--- src/rtl/jlsemi_rst_seq_pkg.sv ---
// rtl/jlsemi_rst_seq_pkg.sv - shared state encoding and default sizing for the reset sequencer
package jlsemi_rst_seq_pkg;

    // Status readback encoding of the sequencer FSM
    typedef enum logic [2:0] {
        ST_IDLE   = 3'd0,
        ST_WAIT   = 3'd1,
        ST_REL    = 3'd2,
        ST_DONE   = 3'd3,
        ST_ASSERT = 3'd4
    } seq_state_e;

    localparam int DEF_NUM_DOM  = 4;
    localparam int DEF_DLY_W    = 8;
    localparam int DEF_HOLD_CYC = 8;

endpackage

--- src/rtl/jlsemi_util_async_reset_low_sync.sv ---
// rtl/jlsemi_util_async_reset_low_sync.sv - 2-flop active-low reset synchronizer with scan override
module jlsemi_util_async_reset_low_sync (
    input  logic clk_i,
    input  logic rst_n_i,
    input  logic dft_scan_rstn_ctrl_i,
    input  logic dft_scan_rstn_i,
    output logic rst_n_o
);

    logic       w_arst_n;
    logic [1:0] r_sync;

    // In scan mode the tester owns the reset directly, both as clear and as output
    assign w_arst_n = dft_scan_rstn_ctrl_i ? dft_scan_rstn_i : rst_n_i;

    // Assert immediately, release after two clock edges
    always_ff @(posedge clk_i or negedge w_arst_n) begin
        if (!w_arst_n) begin
            r_sync <= 2'b00;
        end else begin
            r_sync <= {r_sync[0], 1'b1};
        end
    end

    assign rst_n_o = dft_scan_rstn_ctrl_i ? dft_scan_rstn_i : r_sync[1];

endmodule

--- src/rtl/jlsemi_util_reset_seq_ctrl.sv ---
// rtl/jlsemi_util_reset_seq_ctrl.sv - ordered multi-domain reset release with sw reset handshake (option: JLSEMI_RST_SEQ_DFT_EN)
module jlsemi_util_reset_seq_ctrl
    import jlsemi_rst_seq_pkg::*;
#(
    parameter int NUM_DOM  = DEF_NUM_DOM,
    parameter int DLY_W    = DEF_DLY_W,
    parameter int HOLD_CYC = DEF_HOLD_CYC
) (
    input  logic               clk_i,
    input  logic               rst_n_i,
    input  logic [DLY_W-1:0]   cfg_dly_i,
    input  logic               sw_rst_req_i,
`ifdef JLSEMI_RST_SEQ_DFT_EN
    input  logic               dft_rstnsync_scan_rstn_ctrl,
    input  logic               dft_rstnsync_scan_rstn,
`endif
    output logic               sw_rst_ack_o,
    output logic [NUM_DOM-1:0] rst_n_o,
    output logic               seq_done_o,
    output logic [2:0]         state_o
);

    localparam int                 IDX_W     = (NUM_DOM > 1) ? $clog2(NUM_DOM) : 1;
    localparam logic [IDX_W-1:0]   LAST_IDX  = IDX_W'(NUM_DOM - 1);
    localparam logic [DLY_W-1:0]   HOLD_LOAD = DLY_W'(HOLD_CYC - 1);

    logic               w_rst_int_n;
    logic               w_dft_ctrl;
    logic               w_dft_rstn;

    seq_state_e         r_state, w_state_nxt;
    logic [IDX_W-1:0]   r_idx, w_idx_nxt;
    logic [DLY_W-1:0]   r_cnt, w_cnt_nxt;
    logic               r_req_taken, w_req_taken_nxt;
    logic [NUM_DOM-1:0] r_rst_n, w_rst_n_nxt;
    logic               r_seq_done, w_seq_done_nxt;
    logic               r_ack, w_ack_nxt;

`ifdef JLSEMI_RST_SEQ_DFT_EN
    assign w_dft_ctrl = dft_rstnsync_scan_rstn_ctrl;
    assign w_dft_rstn = dft_rstnsync_scan_rstn;
`else
    assign w_dft_ctrl = 1'b0;
    assign w_dft_rstn = 1'b0;
`endif

    jlsemi_util_async_reset_low_sync u_rst_sync (
        .clk_i                (clk_i),
        .rst_n_i              (rst_n_i),
        .dft_scan_rstn_ctrl_i (w_dft_ctrl),
        .dft_scan_rstn_i      (w_dft_rstn),
        .rst_n_o              (w_rst_int_n)
    );

    // State, counter and registered outputs; all cleared by the synchronized reset
    always_ff @(posedge clk_i or negedge w_rst_int_n) begin
        if (!w_rst_int_n) begin
            r_state     <= ST_IDLE;
            r_idx       <= '0;
            r_cnt       <= '0;
            r_req_taken <= 1'b0;
            r_rst_n     <= '0;
            r_seq_done  <= 1'b0;
            r_ack       <= 1'b0;
        end else begin
            r_state     <= w_state_nxt;
            r_idx       <= w_idx_nxt;
            r_cnt       <= w_cnt_nxt;
            r_req_taken <= w_req_taken_nxt;
            r_rst_n     <= w_rst_n_nxt;
            r_seq_done  <= w_seq_done_nxt;
            r_ack       <= w_ack_nxt;
        end
    end

    // Next-state: WAIT gap, one-cycle REL per domain, DONE services the sw request, ASSERT holds all low
    always_comb begin
        w_state_nxt     = r_state;
        w_idx_nxt       = r_idx;
        w_cnt_nxt       = r_cnt;
        w_req_taken_nxt = r_req_taken;
        w_rst_n_nxt     = r_rst_n;
        w_seq_done_nxt  = 1'b0;
        w_ack_nxt       = (r_state == ST_DONE) && r_req_taken;
        case (r_state)
            ST_IDLE: begin
                w_state_nxt = ST_WAIT;
                w_idx_nxt   = '0;
                w_cnt_nxt   = cfg_dly_i;
            end
            ST_WAIT: begin
                if (r_cnt != '0) begin
                    w_cnt_nxt = r_cnt - 1'b1;
                end else begin
                    w_state_nxt = ST_REL;
                end
            end
            ST_REL: begin
                w_rst_n_nxt[r_idx] = 1'b1;
                if (r_idx == LAST_IDX) begin
                    w_state_nxt = ST_DONE;
                end else begin
                    w_idx_nxt   = r_idx + 1'b1;
                    w_cnt_nxt   = cfg_dly_i;
                    w_state_nxt = ST_WAIT;
                end
            end
            ST_DONE: begin
                w_seq_done_nxt = 1'b1;
                if (!sw_rst_req_i) begin
                    // Request must return low before another one is honoured
                    w_req_taken_nxt = 1'b0;
                end else if (!r_req_taken) begin
                    w_state_nxt     = ST_ASSERT;
                    w_req_taken_nxt = 1'b1;
                    w_rst_n_nxt     = '0;
                    w_seq_done_nxt  = 1'b0;
                    w_cnt_nxt       = HOLD_LOAD;
                end
            end
            ST_ASSERT: begin
                if (r_cnt != '0) begin
                    w_cnt_nxt = r_cnt - 1'b1;
                end else begin
                    w_state_nxt = ST_WAIT;
                    w_idx_nxt   = '0;
                    w_cnt_nxt   = cfg_dly_i;
                end
            end
            default: begin
                w_state_nxt = ST_IDLE;
            end
        endcase
    end

`ifdef JLSEMI_RST_SEQ_DFT_EN
    assign rst_n_o = w_dft_ctrl ? {NUM_DOM{w_dft_rstn}} : r_rst_n;
`else
    assign rst_n_o = r_rst_n;
`endif

    assign seq_done_o   = r_seq_done;
    assign sw_rst_ack_o = r_ack;
    assign state_o      = r_state;

endmodule
--- config.mk ---
export PLATFORM = sky130hd
export DESIGN_NAME = jlsemi_util_reset_seq_ctrl
export DESIGN_NICKNAME = d
export VERILOG_FILES = /design/src/rtl/jlsemi_rst_seq_pkg.sv /design/src/rtl/jlsemi_util_async_reset_low_sync.sv /design/src/rtl/jlsemi_util_reset_seq_ctrl.sv
export SDC_FILE = /design/constraint.sdc
export NUM_CORES = 1
export LEC_CHECK = 0
export ABC_AREA = 1
export CAP_MARGIN = 20
export CORE_MARGIN = 10
export CORE_UTILIZATION = 35
export DETAILED_ROUTE_END_ITERATION = 16
export GPL_TIMING_DRIVEN = 0
export PLACE_DENSITY = 0.58
export SYNTH_ARGS = -nofsm -noshare
export SYNTH_HDL_FRONTEND = slang
export SYNTH_SLANG_ARGS = --single-unit
--- constraint.sdc ---
create_clock -name clk_i -period 1.66 [get_ports clk_i]
set_input_delay 0.166 -clock clk_i [delete_from_list [all_inputs] [get_ports clk_i]]
set_output_delay 0.166 -clock clk_i [all_outputs]
set_load 0.03 [all_outputs]
Word level (Yosys, flattened, before mapping)
Index checks and enable logic that the tools add are counted.

Memories: 0. Output and inout port bits: 9. Latch bits: 0. ROM bits: 0. Logic and storage cells: 59. RAM bits: 0. Input bits: 11. Register bits after elaboration: 22.

$mul: 0. Bitwise operators: 1. Add/sub/neg operators: 2. Reduce and logical (&&, ||, !) cells: 11. Magnitude comparators: 2. Multiplexer cells: 24. Div/mod/pow operators: 0. Eq/ne operators: 11. Shifts and indexed selects: 0.

Operator list (count): 2-to-1 mux 8 bit (5); case mux 8 bit (5 select lines) (1); case mux 3 bit (5 select lines) (1); 2-to-1 mux 3 bit (4); inequality test 2 bit, second input constant (6); 2-to-1 mux 4 bit (2); case mux 4 bit (2 select lines) (1); nonzero test 8 bit (1); subtractor 8 x 1 -> 8 bit, second input constant (1); == test 3 x 2 -> 1 bit, second input constant (2); 2-to-1 mux 2 bit (3); case mux 2 bit (3 select lines) (1); AND reduction 3 bit (2); 2-to-1 mux 1 bit (5); AND reduction 5 bit (1); nonzero test 5 bit (1); OR 4 bit (1); AND reduction 4 bit (1); == test 3 x 1 -> 1 bit, second input constant (1); == test 3 bit, second input constant (1); zero test 3 bit (1); less-than comparator 2 x 3 -> 1 bit, second input constant (1); nonzero test 3 bit (1); adder 2 x 1 -> 2 bit, second input constant (1); 5 further kinds (6).

Logic depth before layout (Yosys ltp)
Gate-level depths: netlist of run 1.

Word-level depth: 6. Gate-level depth with buffers: 11.

Cells and area by module
From an unflattened synthesis of run 1, not the netlist that was laid out.

Cells, all modules: 185. Area total of the unflattened synthesis: 1378.8 sq um.

By module, submodules not included: jlsemi_util_reset_seq_ctrl (cells each 176, area each 1302.5 sq um, instances 1, seq. area each 500.5 sq um); jlsemi_util_async_reset_low_sync (cells each 9, area each 76.3 sq um, instances 1, seq. area each 50.0 sq um).

Worst setup path after synthesis of run 1
Ideal clock, no wire load.

Path type: flip-flop to flip-flop. Start: register r_state[2], in the netlist state_o[2]. End: register r_cnt[7]. Required time: 1547 ps. Slack: 144 ps. Arrival time: 1403 ps. Period minus slack after synthesis: 1516 ps. Buffers on the path: 1. Cell stages (with the launch flop): 11. Cells stage by stage: dfrtp_1 inv_2 nand3_4 nor2_4 nor2_4 inv_4 nor2_4 buf_8 nand3_2 nand2_1 inv_1.

Cells in the longest elaborated chain, start to end: 3. Elaborated cells on any way between the ends: 12. Classes of those cells: eq/ne (8); mux (1); reduce/logical (3).

RTL lines: from (decl) (line jlsemi_util_reset_seq_ctrl.sv:31) `seq_state_e r_state, w_state_nxt;`; from (signal assigned) (line jlsemi_util_reset_seq_ctrl.sv:66) `r_state <= w_state_nxt;`; == test 3 x 2 -> 1 bit (tied with other cells) (line jlsemi_util_reset_seq_ctrl.sv:85) `case (r_state)`; nonzero test 5 bit (no source line) or inequality test 2 bit (tied branches); AND reduction 5 bit (no source line); to (signal assigned) (line jlsemi_util_reset_seq_ctrl.sv:68) `r_cnt <= w_cnt_nxt;`; to (decl) (line jlsemi_util_reset_seq_ctrl.sv:33) `logic [DLY_W-1:0] r_cnt, w_cnt_nxt;`.

Parallel ways exist; a longest one is shown, timed or not. A chain may end at the register's enable or synchronous reset.

Final worst setup path of run 1
Start: register r_cnt[0]. End: register r_idx[1].

Cells in the longest elaborated chain, start to end: 3.

RTL lines: nonzero test 8 bit (line jlsemi_util_reset_seq_ctrl.sv:122) `if (r_cnt != '0) begin`; inequality test 2 bit (no source line); AND reduction 3 bit (no source line); to (signal assigned) (line jlsemi_util_reset_seq_ctrl.sv:67) `r_idx <= w_idx_nxt;`; to (decl) (line jlsemi_util_reset_seq_ctrl.sv:32) `logic [IDX_W-1:0] r_idx, w_idx_nxt;`.

No other way between the ends.

==> impl_metrics.sql, run 1 <==
INSERT INTO impl_metrics (metric_group, metric, value, unit) VALUES
('status', 'status', 'finished, final reports clean', ''),
('placed_design', 'port_buffers', '19', ''),
('hold_path', 'holdCritPathClass', 'input pin to async pin', ''),
('setup_path', 'worstSetupEndpoint', 'r_idx[1]', ''),
('setup_path', 'worst_ep_required_time', '1.82', 'ns'),
('timing', 'holdWs', '0.0485', 'ns'),
('routing', 'drcViolationCount', '0', ''),
('placed_design', 'place_area', '0.00158', 'mm2'),
('setup_path', 'endpoint_kind', 'flop', ''),
('clock_tree', 'cts_num_sinks', '22', ''),
('synthesis', 'synth.lib_cells_used.distinct', '26', ''),
('setup_path', 'cell_with_the_largest_stage_delay_on_the_worst_path', 'sky130_fd_sc_hd__dfrtp_1', ''),
('clock_tree', 'clk_path_buf_depth', '2', ''),
('timing', 'drv_slew', '0', ''),
('setup_path', 'startpoint_type_of_the_worst_setup_path', 'flop', ''),
('final_layout', 'num_antenna_cells', '0', ''),
('floorplan', 'initial_util', '0.364', ''),
('setup_path', 'worstReg2RegStart', 'r_cnt[0]', ''),
('synthesis', 'synthesis.area_per_instance', '7.99', 'um2'),
('synthesis', 'post_synth_instance_area', '0.00133', 'mm2'),
('timing', 'relSlewSlack', '0.439', ''),
('synthesis', 'synthesis.instances', '167', ''),
('setup_path', 'rr_endpoint', 'r_idx[1]', ''),
('placed_design', 'dp_hpwl', '2190', 'um'),
('routing', 'antenna_left', '0', ''),
('grt', 'grt_pass1_wl', '5340', 'um'),
('flow_run', 'timing.max_cap.violations', '0', ''),
('clock_tree', 'numCtsBuffers', '3', ''),
('floorplan', 'ioPinCount', '20', ''),
('setup_path', 'cp-startpoint', 'r_cnt[0]', ''),
('timing', 'hold_viol_final', '0', ''),
('synthesis', 'synth_warnings', '0', ''),
('power_and_ir_drop', 'total_power', '2830', 'uW'),
('timing', 'fin_crit', '1.55', 'ns'),
('synthesis', 'synth_top_cells_by_area', 'sky130_fd_sc_hd__dfrtp_1 41%, sky130_fd_sc_hd__nand2_1 13%, sky130_fd_sc_hd__ha_1 5.6%', ''),
('floorplan', 'core_area', '0.00366', 'mm2'),
('clock_tree', 'clk_root_buffer_cell', 'sky130_fd_sc_hd__clkbuf_8', ''),
('clock_tree', 'cts.hold.buffers_added', '0', ''),
('routing', 'post_drt_wl_per_cell', '12.7', 'um'),
('timing', 'max_freq', '645', 'MHz'),
('timing', 'tightest_slew', '0.841', 'ns'),
('clock_tree', 'htree_levels', '1', ''),
('routing', 'drt_pre_antenna_iters', '4', ''),
('placed_design', 'dp_cells', '234', ''),
('final_layout', 'post_layout_nonfiller_instances', '240', ''),
('placed_design', 'routability_congestion_estimate_from_global_placement', '0.830', ''),
('setup_path', 'crit_arrival', '1.71', 'ns'),
('setup_path', 'timing_worst_setup_path_type', 'flop to flop', ''),
('routing', 'avgViaCountPerCell', '4.78', ''),
('grt', 'grt_start_max_net_pins', '21', ''),
('routing', 'detail_route.iter0.violations', '56', ''),
('grt', 'globalRoute.totalOverflow', '0', ''),
('routing', 'drt_wl_total', '3050', 'um'),
('floorplan', 'die_w', '81.7', 'um'),
('synthesis', 'synth_seq_area_share', '0.413', ''),
('final_layout', 'syn_to_final_growth', '26.0', '%'),
('floorplan', 'die_area', '0.00668', 'mm2'),
('setup_path', 'critPathMaxStageDelay', '0.41', 'ns'),
('clock_tree', 'tritoncts', 'done', ''),
('synthesis', 'netlist.top_cell.by_area', 'sky130_fd_sc_hd__dfrtp_1', ''),
('final_layout', 'num-nets-final', '210', ''),
('synthesis', 'synth_largest_type_area_fraction', '0.413', ''),
('power_and_ir_drop', 'ir_drop', '0.790', 'mV'),
('grt', 'first_global_vias', '1209', ''),
('synthesis', 'ff_latch_count_synth', '22', ''),
('timing', 'fin_skew', '0.00335', 'ns'),
('grt', 'total_global_routing_track_utilization', '0.0993', ''),
('setup_path', 'worst_r2r_path_depth', '8', ''),
('setup_path', 'cell_breakdown_of_the_critical_path', 'inv_1 > ha_1 > nand2_2 > o21bai_4 > buf_6 > nand2_1 > o21ai_0 > o21ai_1', ''),
('routing', 'via_count', '1147', ''),
('synthesis', 'synthesis.nets', '184', '');
==> worst max-delay path: cells and delay by family (launching register included) <==
family	cells	cell delay [ns]
buf+inv	2	0.27
fa+ha+maj	1	0.19
compound gates	3	0.40
flops	1	0.41
simple gates	2	0.16
==> how the worst min path moves through the flow <==
stage,end,slack [ns],cells past startpoint
finish,u_rst_sync.r_sync[0],0.05,1
global route,u_rst_sync.r_sync[0],0.04,1
floorplan,u_rst_sync.r_sync[0],-0.13,0
detailed placement,u_rst_sync.r_sync[0],0.34,1
global placement,u_rst_sync.r_sync[0],0.33,1
CTS,u_rst_sync.r_sync[0],0.04,1
==> logic make-up after synthesis <==
family                     after synthesis  share of synthesized area
buffers and inverters                   24                     0.0835
DFF                                     22                      0.413
xor gates and xnor gates                 3                     0.0197
and+or+nand+nor                         92                      0.333
AOI/OAI and AO/OA                       19                     0.0919
other                                    1                    0.00281
adders and majority gates                6                     0.0563
==> cells in the mapped netlist <==
master / instances
sky130_fd_sc_hd__xor2_1: 3
sky130_fd_sc_hd__buf_8: 1
sky130_fd_sc_hd__nand3_1: 8
sky130_fd_sc_hd__nor2_1: 17
sky130_fd_sc_hd__nand2_1: 47
sky130_fd_sc_hd__conb_1: 1
sky130_fd_sc_hd__inv_4: 1
sky130_fd_sc_hd__o21ai_2: 3
sky130_fd_sc_hd__nand4_1: 2
sky130_fd_sc_hd__ha_1: 6
sky130_fd_sc_hd__o211ai_1: 1
sky130_fd_sc_hd__nand3_4: 1
sky130_fd_sc_hd__a21oi_1: 6
sky130_fd_sc_hd__nor3_1: 1
sky130_fd_sc_hd__nand2_2: 5
sky130_fd_sc_hd__inv_1: 20
sky130_fd_sc_hd__o21ai_1: 3
sky130_fd_sc_hd__dfrtp_1: 22
sky130_fd_sc_hd__o21ai_0: 5
sky130_fd_sc_hd__nand3_2: 2
sky130_fd_sc_hd__o21bai_4: 1
sky130_fd_sc_hd__nand3b_1: 1
sky130_fd_sc_hd__nor2_4: 4
sky130_fd_sc_hd__inv_2: 1
sky130_fd_sc_hd__buf_6: 1
sky130_fd_sc_hd__nor2_2: 4
==> placed cells by master, fill, tap and decap left out, drive strengths merged <==
cell           count
nand4              2
ha                 6
dlygate4sd2        2
xor2               3
dfrtp             22
o211ai             1
conb               1
nor2              25
nand2             52
nand3b             1
a21oi              6
inv               22
o21ai             11
o21bai             1
buf                4
clkbuf             3
nand3             11
nor3               1
bufinv             1
clkdlybuf4s50     17
==> stage by stage <==
| stage | TNS [ns] | utilization | worst slack [ns] |
|---|---|---|---|
| global placement | 0 | 0.433 | 0.123 |
| global route | -0.0242 | 0.459 | -0.0196 |
| floorplan | 0 | - | 0.144 |
| detailed placement | 0 | 0.433 | 0.110 |
| finish | 0 | 0.459 | 0.110 |
| CTS | 0 | 0.451 | 0.0830 |
==> power by group <==
group / total [uW] / switching, uW / internal, uW
Sequential: 919 / 189 / 730
Combinational: 1390 / 844 / 549
Clock: 515 / 192 / 322
==> layer usage <==
| layer | track usage | wire length (um) | part of all wire |
|---|---|---|---|
| met4 | 0.0306 | 30 | 0.0099 |
| met2 | 0.163 | 1460 | 0.48 |
| met3 | 0.0437 | 218 | 0.072 |
| met1 | 0.114 | 1340 | 0.44 |
| met5 | 0 | 0 | 0 |
==> sequential cells by signal (all words and copies together) (netlist names) <==
signal,count
r_cnt,8
r_idx,2
r_req_taken,1
rst_n_o,4
seq_done_o,1
state_o,3
sw_rst_ack_o,1
u_rst_sync.r_sync,2
==> layout make-up <==
cell class / count / area (um2)
repair buffers: 21 / 203
clock buffers: 3 / 41.3
multi-input cells: 121 / 684
inverters: 22 / 85.1
fillers: 371 / 1980
plain buffers: 2 / 26.3
well taps: 48 / 60.1
clock inverters: 1 / 30.0
flip-flops and latches: 22 / 551
==> what timing repair did <==
| item | 4_1_cts | 5_1_grt |
|---|---|---|
| buffers inserted | 0 | 2 |
| endpoints found under the setup margin | 2 | 8 |
| gates resized for setup | 2 | 5 |
| pin swaps | 0 | 1 |
Power figures use the tool's default switching activity.
==> run 2: changes to the inputs <==
- CAP_MARGIN: 20 -> not set
- SETUP_SLACK_MARGIN: not set -> 0.15
==> run 2 against run 1 <==
  * Via count increased by 1.6%
  * Non-clock buffer count grew 11
  * Utilization grew 3.5 points
  * Final area is 7.7% higher
  * Critical path depth rose by 2
  * Flip-flop and latch count is the same
  * Global-route usage fell by 0.49 points
  * Die area did not move
  * Cell count increased by 4.6%
  * Sequential share of layout area decreased by 2.1 points
  * Combinational power rose by 14%
  * Clock-buffer cell count up 1
==> impl_metrics.sql, run 2 (synthesized netlist as in run 1, its figures left out) <==
INSERT INTO impl_metrics (metric_group, metric, value, unit) VALUES
('status', 'status', 'finished, final reports clean', ''),
('clock_tree', 'htree_levels', '1', ''),
('final_layout', 'post_route_cells_drive_above_1_share', '0.286', ''),
('placed_design', 'dp_cells', '234', ''),
('clock_tree', 'clk_path_buf_depth', '2', ''),
('setup_path', 'cp-startpoint', 'r_idx[0]', ''),
('timing', 'grt_setup_unrepaired', 'true', ''),
('timing', 'fin_crit', '1.52', 'ns'),
('floorplan', 'ioPinCount', '20', ''),
('floorplan', 'initial_util', '0.364', ''),
('grt', 'grt_pass1_wl', '4970', 'um'),
('timing', 'relSlewSlack', '0.455', ''),
('routing', 'post_drt_wl_per_cell', '12.9', 'um'),
('final_layout', 'num_antenna_cells', '0', ''),
('floorplan', 'core_area', '0.00366', 'mm2'),
('setup_path', 'worstSetupEndpoint', 'r_cnt[7]', ''),
('timing', 'tightest_slew', '0.817', 'ns'),
('clock_tree', 'insertion_delay', '0.26', 'ns'),
('setup_path', 'rr_endpoint', 'r_cnt[7]', ''),
('routing', 'via_count', '1165', ''),
('clock_tree', 'cts.hold.buffers_added', '0', ''),
('floorplan', 'fp.dieH', '81.7', 'um'),
('grt', 'total_global_routing_track_utilization', '0.0944', ''),
('clock_tree', 'tritoncts', 'done', ''),
('clock_tree', 'clk_root_buffer_cell', 'sky130_fd_sc_hd__clkbuf_8', ''),
('final_layout', 'regMostFlops', 'r_cnt', ''),
('grt', 'globalRoute.totalOverflow', '0', ''),
('power_and_ir_drop', 'ir_drop', '0.599', 'mV'),
('floorplan', 'row_count', '22', ''),
('timing', 'drv_slew', '0', ''),
('setup_path', 'worst_r2r_path_depth', '10', ''),
('power_and_ir_drop', 'p_int', '1600', 'uW'),
('final_layout', 'layout_common_cells', '43 x sky130_fd_sc_hd__nand2_1, 19 x sky130_fd_sc_hd__dfrtp_1, 16 x sky130_fd_sc_hd__inv_1', ''),
('power_and_ir_drop', 'power.density_cell_area', '1600', 'mW/mm2'),
('routing', 'antenna_left', '0', ''),
('routing', 'drt_wl_total', '3240', 'um'),
('timing', 'hold_viol_final', '0', ''),
('timing', 'min_period_over_period', '0.914', ''),
('setup_path', 'crit_arrival', '1.67', 'ns'),
('power_and_ir_drop', 'power.share.combinational', '0.545', ''),
('placed_design', 'port_buffers', '19', ''),
('timing', 'holdWs', '0.0558', 'ns'),
('floorplan', 'die_area', '0.00668', 'mm2'),
('setup_path', 'critical_path_peak_fanout', '5', ''),
('final_layout', 'final_common_cell', 'sky130_fd_sc_hd__nand2_1', ''),
('timing', 'setup_viols_final', '0', ''),
('power_and_ir_drop', 'fraction_of_power_spent_switching_nets', '0.448', ''),
('final_layout', 'post_layout_nonfiller_instances', '251', ''),
('routing', 'drt_pre_antenna_iters', '4', ''),
('power_and_ir_drop', 'p_seq_frac', '0.324', ''),
('setup_path', 'startpoint_type_of_the_worst_setup_path', 'flop', ''),
('routing', 'detail_route.iter0.violations', '36', ''),
('clock_tree', 'numCtsBuffers', '3', ''),
('grt', 'grt_start_max_net_pins', '21', ''),
('flow_run', 'timing.max_cap.violations', '0', ''),
('timing', 'max_freq', '659', 'MHz'),
('grt', 'first_global_vias', '1153', ''),
('power_and_ir_drop', 'switching_power', '1300', 'uW'),
('setup_path', 'worst_ep_required_time', '1.82', 'ns'),
('final_layout', 'max_reg_flops', '8', ''),
('routing', 'drcViolationCount', '0', ''),
('setup_path', 'worstReg2RegStart', 'r_idx[0]', ''),
('routing', 'avgViaCountPerCell', '4.64', ''),
('clock_tree', 'cts_num_sinks', '22', ''),
('setup_path', 'endpoint_kind', 'flop', ''),
('final_layout', 'syn_to_final_growth', '35.6', '%'),
('power_and_ir_drop', 'clockPowerShare', '0.131', ''),
('floorplan', 'die_w', '81.7', 'um'),
('placed_design', 'routability_congestion_estimate_from_global_placement', '0.795', ''),
('final_layout', 'num-nets-final', '221', ''),
('setup_path', 'timing_worst_setup_path_type', 'flop to flop', ''),
('timing', 'finalSetupTns', '0', 'ns'),
('timing', 'fin_skew', '0.00393', 'ns'),
('setup_path', 'regToRegSetupSlack', '0.14', 'ns'),
('hold_path', 'holdCritPathClass', 'input pin to async pin', ''),
('power_and_ir_drop', 'power_leakage', '0.000915', 'uW'),
('clock_tree', 'worst_setup_hold_path_clk_slew', '0.08', 'ns'),
('placed_design', 'dp_hpwl', '2290', 'um'),
('grt', 'grt_antenna_before_repair', '0', '');
-- run 2: cell count changes in the layout (fill, tap and decap cells not counted), sizes merged --
cell	before	now
clkdlybuf4s50	17	15
buf	4	14
bufinv	1	0
dlygate4sd2	2	3
clkbuf	3	5
dlymetal6s2s	0	1
-- run 2: how the worst min path moves through the flow --
stage,start,to,slack (ns),depth (start not counted)
after floorplan,rst_n_i,u_rst_sync.r_sync[0],-0.13,0
after global placement,rst_n_i,u_rst_sync.r_sync[0],0.33,1
after detailed placement,rst_n_i,u_rst_sync.r_sync[0],0.34,1
after CTS,rst_n_i,u_rst_sync.r_sync[0],0.05,1
after global routing,rst_n_i,u_rst_sync.r_sync[0],0.04,1
final,rst_n_i,u_rst_sync.r_sync[0],0.06,1
-- run 2: power by group through the flow --
stage                     Sequential, uW  Clock (uW)  Combinational [uW]
after floorplan                     1020           0                 880
after global placement               916           0                1330
after detailed placement             921           0                1370
after CTS                            917         396                1410
after global routing                 967         419                1770
final                                940         379                1580
-- run 2: metal layers --
layer	routed length, um	GRT usage	vias up	share of wire
met4	37	0.0391	0	0.011
li1	-	-	589	-
met2	1680	0.163	14	0.52
met5	0	0	-	0
met3	150	0.0328	4	0.046
met1	1380	0.103	558	0.42
-- run 2: layout make-up --
class / count / area, um2
well taps: 48 / 60.1
flip-flops and latches: 22 / 554
repair buffers: 32 / 302
clock buffers: 4 / 55.1
plain buffers: 2 / 26.3
inverters: 22 / 85.1
multi-input cells: 121 / 727
fillers: 376 / 1850
-- run 2: worst max-delay path, stage by stage (launching register included) --
cell and delay, ns:
sky130_fd_sc_hd__dfrtp_1 0.41, sky130_fd_sc_hd__ha_2 0.20, sky130_fd_sc_hd__inv_2 0.07, sky130_fd_sc_hd__nor2_4 0.05, sky130_fd_sc_hd__nor2_2 0.10, sky130_fd_sc_hd__nand2_2 0.07
sky130_fd_sc_hd__nor2_4 0.20, sky130_fd_sc_hd__buf_8 0.15, sky130_fd_sc_hd__nand3_2 0.05, sky130_fd_sc_hd__nand2_1 0.06, sky130_fd_sc_hd__inv_1 0.05
-- run 2: per-stage QoR --
| stage | setup WS [ns] | area, um2 | total power (uW) | util |
|---|---|---|---|---|
| 2_1_floorplan | 0.158 | 1340 | 1900 | - |
| 5_1_grt | 0.0508 | 1810 | 3150 | 0.494 |
| 3_3_place_gp | 0.151 | 1590 | 2250 | 0.433 |
| 3_5_place_dp | 0.0817 | 1590 | 2290 | 0.433 |
| 4_1_cts | 0.154 | 1660 | 2730 | 0.455 |
| 6_report | 0.143 | 1810 | 2900 | 0.494 |
-- run 2: repair_timing --
item / CTS / global route
pin swaps: 1 / 4
cloned: 0 / 2
setup buffers: 2 / 9
resized for setup: 9 / 17
setup endpoints to repair: 14 / 11
==> run 3: changes to the inputs <==
- CTS_BUF_LIST: not set -> sky130_fd_sc_hd__clkbuf_8
==> results of run 3 <==
Same layout as run 2: the final DEF is identical, and so are final timing and power.
